==> src/rtl/mash_mod.sv <==
// mash_mod: runtime-selectable MASH 1-1-..-1 sigma-delta modulator (order 1..MAX_ORDER).
// A fractional target is noise-shaped into a small signed integer sequence y, added to an
// integer base, saturated to [0, 2^OUT_W-1] and presented as an output code. Stepping is
// gated by en; the output trails the modulator core by a fixed 4-step delay line.
//
// Ports:
//   clk      clock
//   rst_n    asynchronous active-low reset
//   en       step strobe, one modulator step per cycle with en=1
//   clr      synchronous clear (wins over en); relatches order
//   order    requested order minus 1, clamped to MAX_ORDER
//   target   unsigned fraction target/2^ACC_W
//   base     unsigned integer part
//   value    modulated output code
//   valid    value holds a computed sample
//   sat      value was clamped on the latest update
//   carries  stage carries c1..cK of the newest step
//
// Optional build macro: DITHER_EN adds a 23-bit LFSR (x^23+x^18+1) whose LSB is added
// into the stage-1 input LSB each step.
module mash_mod #(
  parameter int unsigned ACC_W     = 32,
  parameter int unsigned OUT_W     = 16,
  parameter int unsigned MAX_ORDER = 4
) (
  input  logic                 clk,
  input  logic                 rst_n,
  input  logic                 en,
  input  logic                 clr,
  input  logic [1:0]           order,
  input  logic [ACC_W-1:0]     target,
  input  logic [OUT_W-1:0]     base,
  output logic [OUT_W-1:0]     value,
  output logic                 valid,
  output logic                 sat,
  output logic [MAX_ORDER-1:0] carries
);

  localparam logic [2:0] MaxK = 3'(MAX_ORDER);

  logic [2:0]       k_q;
  logic             pend_q;     // order not yet latched since reset release
  logic [2:0]       k_req;
  logic [2:0]       k_lim;
  logic [2:0]       k_eff;

  logic [ACC_W-1:0] acc_q [4];
  logic [ACC_W-1:0] acc_d [4];
  logic [ACC_W-1:0] stage_in;
  logic [ACC_W:0]   sum;
  logic [3:0]       c_new;
  logic [3:0]       carry_q;    // carries of the newest step, i.e. c_k[n-1] while stepping n
  logic [3:2]       p2_q;       // c3[n-2], c4[n-2]
  logic             p3_q;       // c4[n-3]
  logic [4:0]       y_new;
  logic             dith;

  logic [4:0]       dly_y_q [4];
  logic [OUT_W-1:0] dly_b_q [4];
  logic [3:0]       dly_v_q;

  logic [OUT_W+1:0] ext_y;
  logic [OUT_W+1:0] raw;
  logic [OUT_W-1:0] clamped;
  logic             clip;

  logic [OUT_W-1:0] value_q;
  logic             valid_q;
  logic             sat_q;

  assign k_req = {1'b0, order} + 3'd1;
  assign k_lim = (k_req > MaxK) ? MaxK : k_req;
  // On the first edge after reset release the order input is used directly.
  assign k_eff = pend_q ? k_lim : k_q;

`ifdef DITHER_EN
  logic [22:0] lfsr_q;
  assign dith = lfsr_q[0];

  always_ff @(posedge clk or negedge rst_n) begin
    if (!rst_n) begin
      lfsr_q <= 23'd1;
    end else if (clr) begin
      lfsr_q <= 23'd1;
    end else if (en) begin
      lfsr_q <= {lfsr_q[21:0], lfsr_q[22] ^ lfsr_q[17]};
    end
  end
`else
  assign dith = 1'b0;
`endif

  // Same-step chained accumulators; stages at or above K hold zero.
  always_comb begin
    stage_in = target;
    sum      = '0;
    c_new    = '0;
    for (int k = 0; k < 4; k++) begin
      acc_d[k] = '0;
      if (k < int'(k_eff)) begin
        sum = {1'b0, acc_q[k]} + {1'b0, stage_in}
            + {{ACC_W{1'b0}}, ((k == 0) ? dith : 1'b0)};
        acc_d[k] = sum[ACC_W-1:0];
        c_new[k] = sum[ACC_W];
        stage_in = sum[ACC_W-1:0];
      end
    end
  end

  // y = c1 + (1-z^-1)c2 + (1-z^-1)^2 c3 + (1-z^-1)^3 c4, 5-bit two's complement wrap.
  always_comb begin
    y_new = {4'b0, c_new[0]}
          + {4'b0, c_new[1]} - {4'b0, carry_q[1]}
          + {4'b0, c_new[2]} - {3'b0, carry_q[2], 1'b0} + {4'b0, p2_q[2]}
          + {4'b0, c_new[3]} - {3'b0, carry_q[3], carry_q[3]}
          + {3'b0, p2_q[3], p2_q[3]} - {4'b0, p3_q};
  end

  // Saturating add of the oldest delayed sample.
  always_comb begin
    ext_y   = {{(OUT_W - 3){dly_y_q[3][4]}}, dly_y_q[3]};
    raw     = {2'b00, dly_b_q[3]} + ext_y;
    clamped = raw[OUT_W-1:0];
    clip    = 1'b0;
    if (raw[OUT_W+1]) begin
      clamped = '0;
      clip    = 1'b1;
    end else if (raw[OUT_W]) begin
      clamped = '1;
      clip    = 1'b1;
    end
  end

  always_ff @(posedge clk or negedge rst_n) begin
    if (!rst_n) begin
      k_q     <= 3'd0;
      pend_q  <= 1'b1;
      carry_q <= '0;
      p2_q    <= '0;
      p3_q    <= 1'b0;
      dly_v_q <= '0;
      value_q <= '0;
      valid_q <= 1'b0;
      sat_q   <= 1'b0;
      for (int i = 0; i < 4; i++) begin
        acc_q[i]   <= '0;
        dly_y_q[i] <= '0;
        dly_b_q[i] <= '0;
      end
    end else if (clr) begin
      k_q     <= k_lim;
      pend_q  <= 1'b0;
      carry_q <= '0;
      p2_q    <= '0;
      p3_q    <= 1'b0;
      dly_v_q <= '0;
      value_q <= '0;
      valid_q <= 1'b0;
      sat_q   <= 1'b0;
      for (int i = 0; i < 4; i++) begin
        acc_q[i]   <= '0;
        dly_y_q[i] <= '0;
        dly_b_q[i] <= '0;
      end
    end else begin
      if (pend_q) begin
        k_q    <= k_lim;
        pend_q <= 1'b0;
      end
      if (en) begin
        for (int i = 0; i < 4; i++) begin
          acc_q[i] <= acc_d[i];
        end
        carry_q <= c_new;
        p2_q    <= carry_q[3:2];
        p3_q    <= p2_q[3];
        dly_y_q[0] <= y_new;
        dly_b_q[0] <= base;
        dly_v_q    <= {dly_v_q[2:0], 1'b1};
        for (int i = 1; i < 4; i++) begin
          dly_y_q[i] <= dly_y_q[i-1];
          dly_b_q[i] <= dly_b_q[i-1];
        end
        if (dly_v_q[3]) begin
          value_q <= clamped;
          sat_q   <= clip;
          valid_q <= 1'b1;
        end
      end
    end
  end

  assign value   = value_q;
  assign valid   = valid_q;
  assign sat     = sat_q;
  assign carries = carry_q[MAX_ORDER-1:0];

endmodule

==> config.mk <==
export PLATFORM = sky130hd
export DESIGN_NAME = mash_mod
export DESIGN_NICKNAME = d
export VERILOG_FILES = /design/src/rtl/mash_mod.sv
export SDC_FILE = /design/constraint.sdc
export NUM_CORES = 1
export LEC_CHECK = 0
export BUFFER_PORTS_ARGS = -buffer_cell sky130_fd_sc_hd__buf_4
export CAP_MARGIN = 20
export CORE_MARGIN = 2
export CORE_UTILIZATION = 45
export CTS_CLUSTER_DIAMETER = 80
export DETAILED_ROUTE_END_ITERATION = 8
export GPL_ROUTABILITY_DRIVEN = 0
export SETUP_SLACK_MARGIN = 0.02
export SYNTH_ARGS = -nofsm -noshare
export SYNTH_HDL_FRONTEND = slang
export SYNTH_SLANG_ARGS = --single-unit
==> constraint.sdc <==
create_clock -name clk -period 16 [get_ports clk]
set_input_delay 3.2 -clock clk [delete_from_list [all_inputs] [get_ports clk]]
set_output_delay 3.2 -clock clk [all_outputs]
set_load 0.01 [all_outputs]
==> impl_metrics.py <==
metrics = {
    "timing": {
        "hold_viol_final": 0,
        "rsz0062_at_grt": "no",
        "skew_ns": 0.0170,
        "fmax_mhz": 74.8,
        "fin_crit_sh_pct": 83.5,
        "setup_violations": 0,
        "tightestPinTransition_ns": 1.05,
        "slew_viol_final": 0,
        "fin_tns_setup_ns": 0,
        "slew_headroom_pct": 29.9,
        "fin_crit_ns": 13.36,
    },
    "clock_network": {
        "tritoncts": "built",
        "cts_buffers": 31,
        "cts_hold_buffers": 0,
        "cts_sinks": 245,
        "root_buffer": "clkbuf_16",
        "clk_latency_ns": 0.60,
        "h-tree-depth": 1,
        "cts-resized-gates": 0,
        "cts_setup_buffers": 0,
        "clkSlewWorstSetupHoldPaths_ns": 0.06,
        "clock_path_buffers": 3,
    },
    "die": {
        "core_area_sq_um": 39900,
        "die_w_um": 206,
        "io_pins": 76,
        "fp-row-count": 73,
        "die_h_um": 206,
        "start_util_pct": 45.9,
        "die_area_sq_um": 42300,
    },
    "yosys": {
        "synth_top_cell_area_share_pct": 33.4,
        "syn-num-nets": 2332,
        "yosysWarnings": 0,
        "netlist_instances": 2103,
        "yosys-top-cells-area": "dfrtp_1 (33%), ha_1 (11%), mux2i_1 (5.7%)",
        "synth.ff_latch_count": 245,
        "synth-main-ff-cell": "dfrtp_1",
        "syn-cell-area_sq_um": 18300,
        "synth.most_common_cell": "dfrtp_1",
        "async_flop_share_pct": 100,
        "yosys.area.top_type": "dfrtp_1",
        "synth_common_cells": "dfrtp_1 (244), nand2_1 (234), nor2_1 (233)",
        "yosys.cell_types.count": 72,
        "synth_area_per_cell_sq_um": 8.71,
        "synth-edff-count": 0,
        "synth_seq_area_share_pct": 33.5,
    },
    "global_routing": {
        "antenna_found_initial": 0,
        "grt_pass1_vias": 14700,
        "grt_overflow_total": 0,
        "grt_first_pass_wirelength_mm": 79.5,
        "grt_max_degree": 134,
        "grtUsageTotal_pct": 23.4,
    },
    "critical_path": {
        "worstPathArrival_ns": 13.85,
        "worst_setup_path_end_kind": "flip-flop",
        "cp_slowest_cell": "fa_1",
        "r2r_cells": 43,
        "path_max_fanout": 56,
        "crit_required_ns": 16.49,
        "worstSetupPathType": "in -> reg",
        "startpoint_type": "input pin",
        "slowest_delay_ns": 0.52,
    },
    "route": {
        "wl_per_cell_um": 18.2,
        "drc": 0,
        "initialDrtViolationCount": 951,
        "route.vias.total": 15400,
        "wirelength_mm": 48.9,
        "viasPerCell": 5.73,
        "drtAntennaViolNets": 0,
        "drt-pass1-iter-count": 5,
    },
    "final_layout": {
        "nFillCells": 3724,
        "area_growth_pct": 12.5,
        "instances_no_fill": 2685,
        "num-nets-final": 2364,
        "diodes": 0,
        "drive_gt1_share_pct": 9.31,
    },
    "job": {
        "maxCapViolCount": 0,
    },
    "run_status": {
        "status": "completed",
    },
    "worst_hold_path": {
        "hp-class": "reg -> reg",
        "hold_depth": 2,
    },
    "placement": {
        "portBuffers": 75,
        "place_inst": 2625,
        "hpwl_mm": 35.2,
    },
    "power": {
        "leakage_nw": 10.1,
        "power.density_nw_per_um2": 153,
        "ir_worst_vdd_v": 0.0000701,
    },
}
==> cell families after synthesis <==
group	synth area share, %
AOI/OAI and AO/OA	21.6
xor gates and xnor gates	5.84
adders and majority gates	12.4
buffers and inverters	3.36
DFF	33.5
muxes	7.96
other	0.0205
and+or+nand+nor	15.4
==> area by class of cell <==
class	count	area [sq um]	share of cell area [%]
Clock buffer	35	831	4.03
Timing Repair Buffer	93	722	3.50
Inverter	69	259	1.26
Clock inverter	23	418	2.03
Sequential cell	245	6130	29.8
Tap cell	525	657	3.19
Multi-Input combinational cell	1695	11600	56.2
==> layer usage <==
layer,track usage (%),wire length (um),up-vias
li1,-,-,7614
met1,35.5,24300,7319
met2,35.8,21100,392
met3,2.64,2820,54
met4,5.01,711,0
met5,0,0,-
==> flip-flops by register name (all words and copies together) (netlist names) <==
register,count
sat,1
value,16
p2_q,2
valid,1
acc_q,128
pend_q,1
dly_b_q,64
dly_v_q,4
k_q,3
p3_q,1
dly_y_q,20
carries,4
==> stage by stage <==
step | total power, mW | hold slack [ns] | utilization, % | setup WS (ns) | area [sq um]
6_report | 3.15 | 0.482 | 51.6 | 2.64 | 20600
5_1_grt | 3.38 | 0.506 | 51.6 | 2.03 | 20600
4_1_cts | 3.15 | 0.488 | 51.6 | 2.68 | 20600
3_5_place_dp | 2.27 | 0.474 | 48.4 | 2.05 | 19300
3_3_place_gp | 2.25 | 0.457 | 48.4 | 2.16 | 19300
2_1_floorplan | 1.91 | 0.442 | - | 3.58 | 18300
==> critical path, delay by kind of cell <==
family	cells	cell delay [ns]
multiplexers	1	0.28
buffers and inverters	5	0.97
XOR/XNOR	3	0.41
AND/OR/NAND/NOR	9	1.27
adder cells (fa/ha/maj)	10	3.68
AO/OA/AOI/OAI	17	3.96
==> report_power, final <==
part | total [mW] | internal [mW] | switching [mW]
logic | 1.57 | 0.629 | 0.939
clock network | 0.856 | 0.551 | 0.305
registers | 0.725 | 0.683 | 0.0415
==> placed cells by master (no fill, tap or decap), types with 13 or more instances in the layout <==
cell type  instances
o21ai_0          149
and3_1            15
xnor2_1           69
a21oi_1          165
ha_1             164
nand3_1           43
o21a_1            18
a21boi_0          13
clkbuf_16         31
nor2_1           231
nand2_1          234
a21o_1            71
a211oi_1          23
o21bai_1          18
nand2b_1          20
mux2_2            36
inv_1             68
nand4_1           17
buf_4             90
nor2b_1           21
a31oi_1           16
mux2i_1          105
o211ai_1          15
nor3_1            21
xor2_1            53
a22o_1            51
dfrtp_1          244
==> final timing paths <==
path                       startpoint           to  slack [ns]
max                          order[1]  dly_y_q[18]        2.64
min                          value[6]     value[6]        0.48
max reg2reg                    pend_q  dly_y_q[18]        4.96
min reg2reg                  value[6]     value[6]        0.48
max in group asynchronous       rst_n    acc_q[22]       12.06
min in group asynchronous       rst_n     value[8]        2.65
No activity file was read; power rests on OpenSTA's default activity.
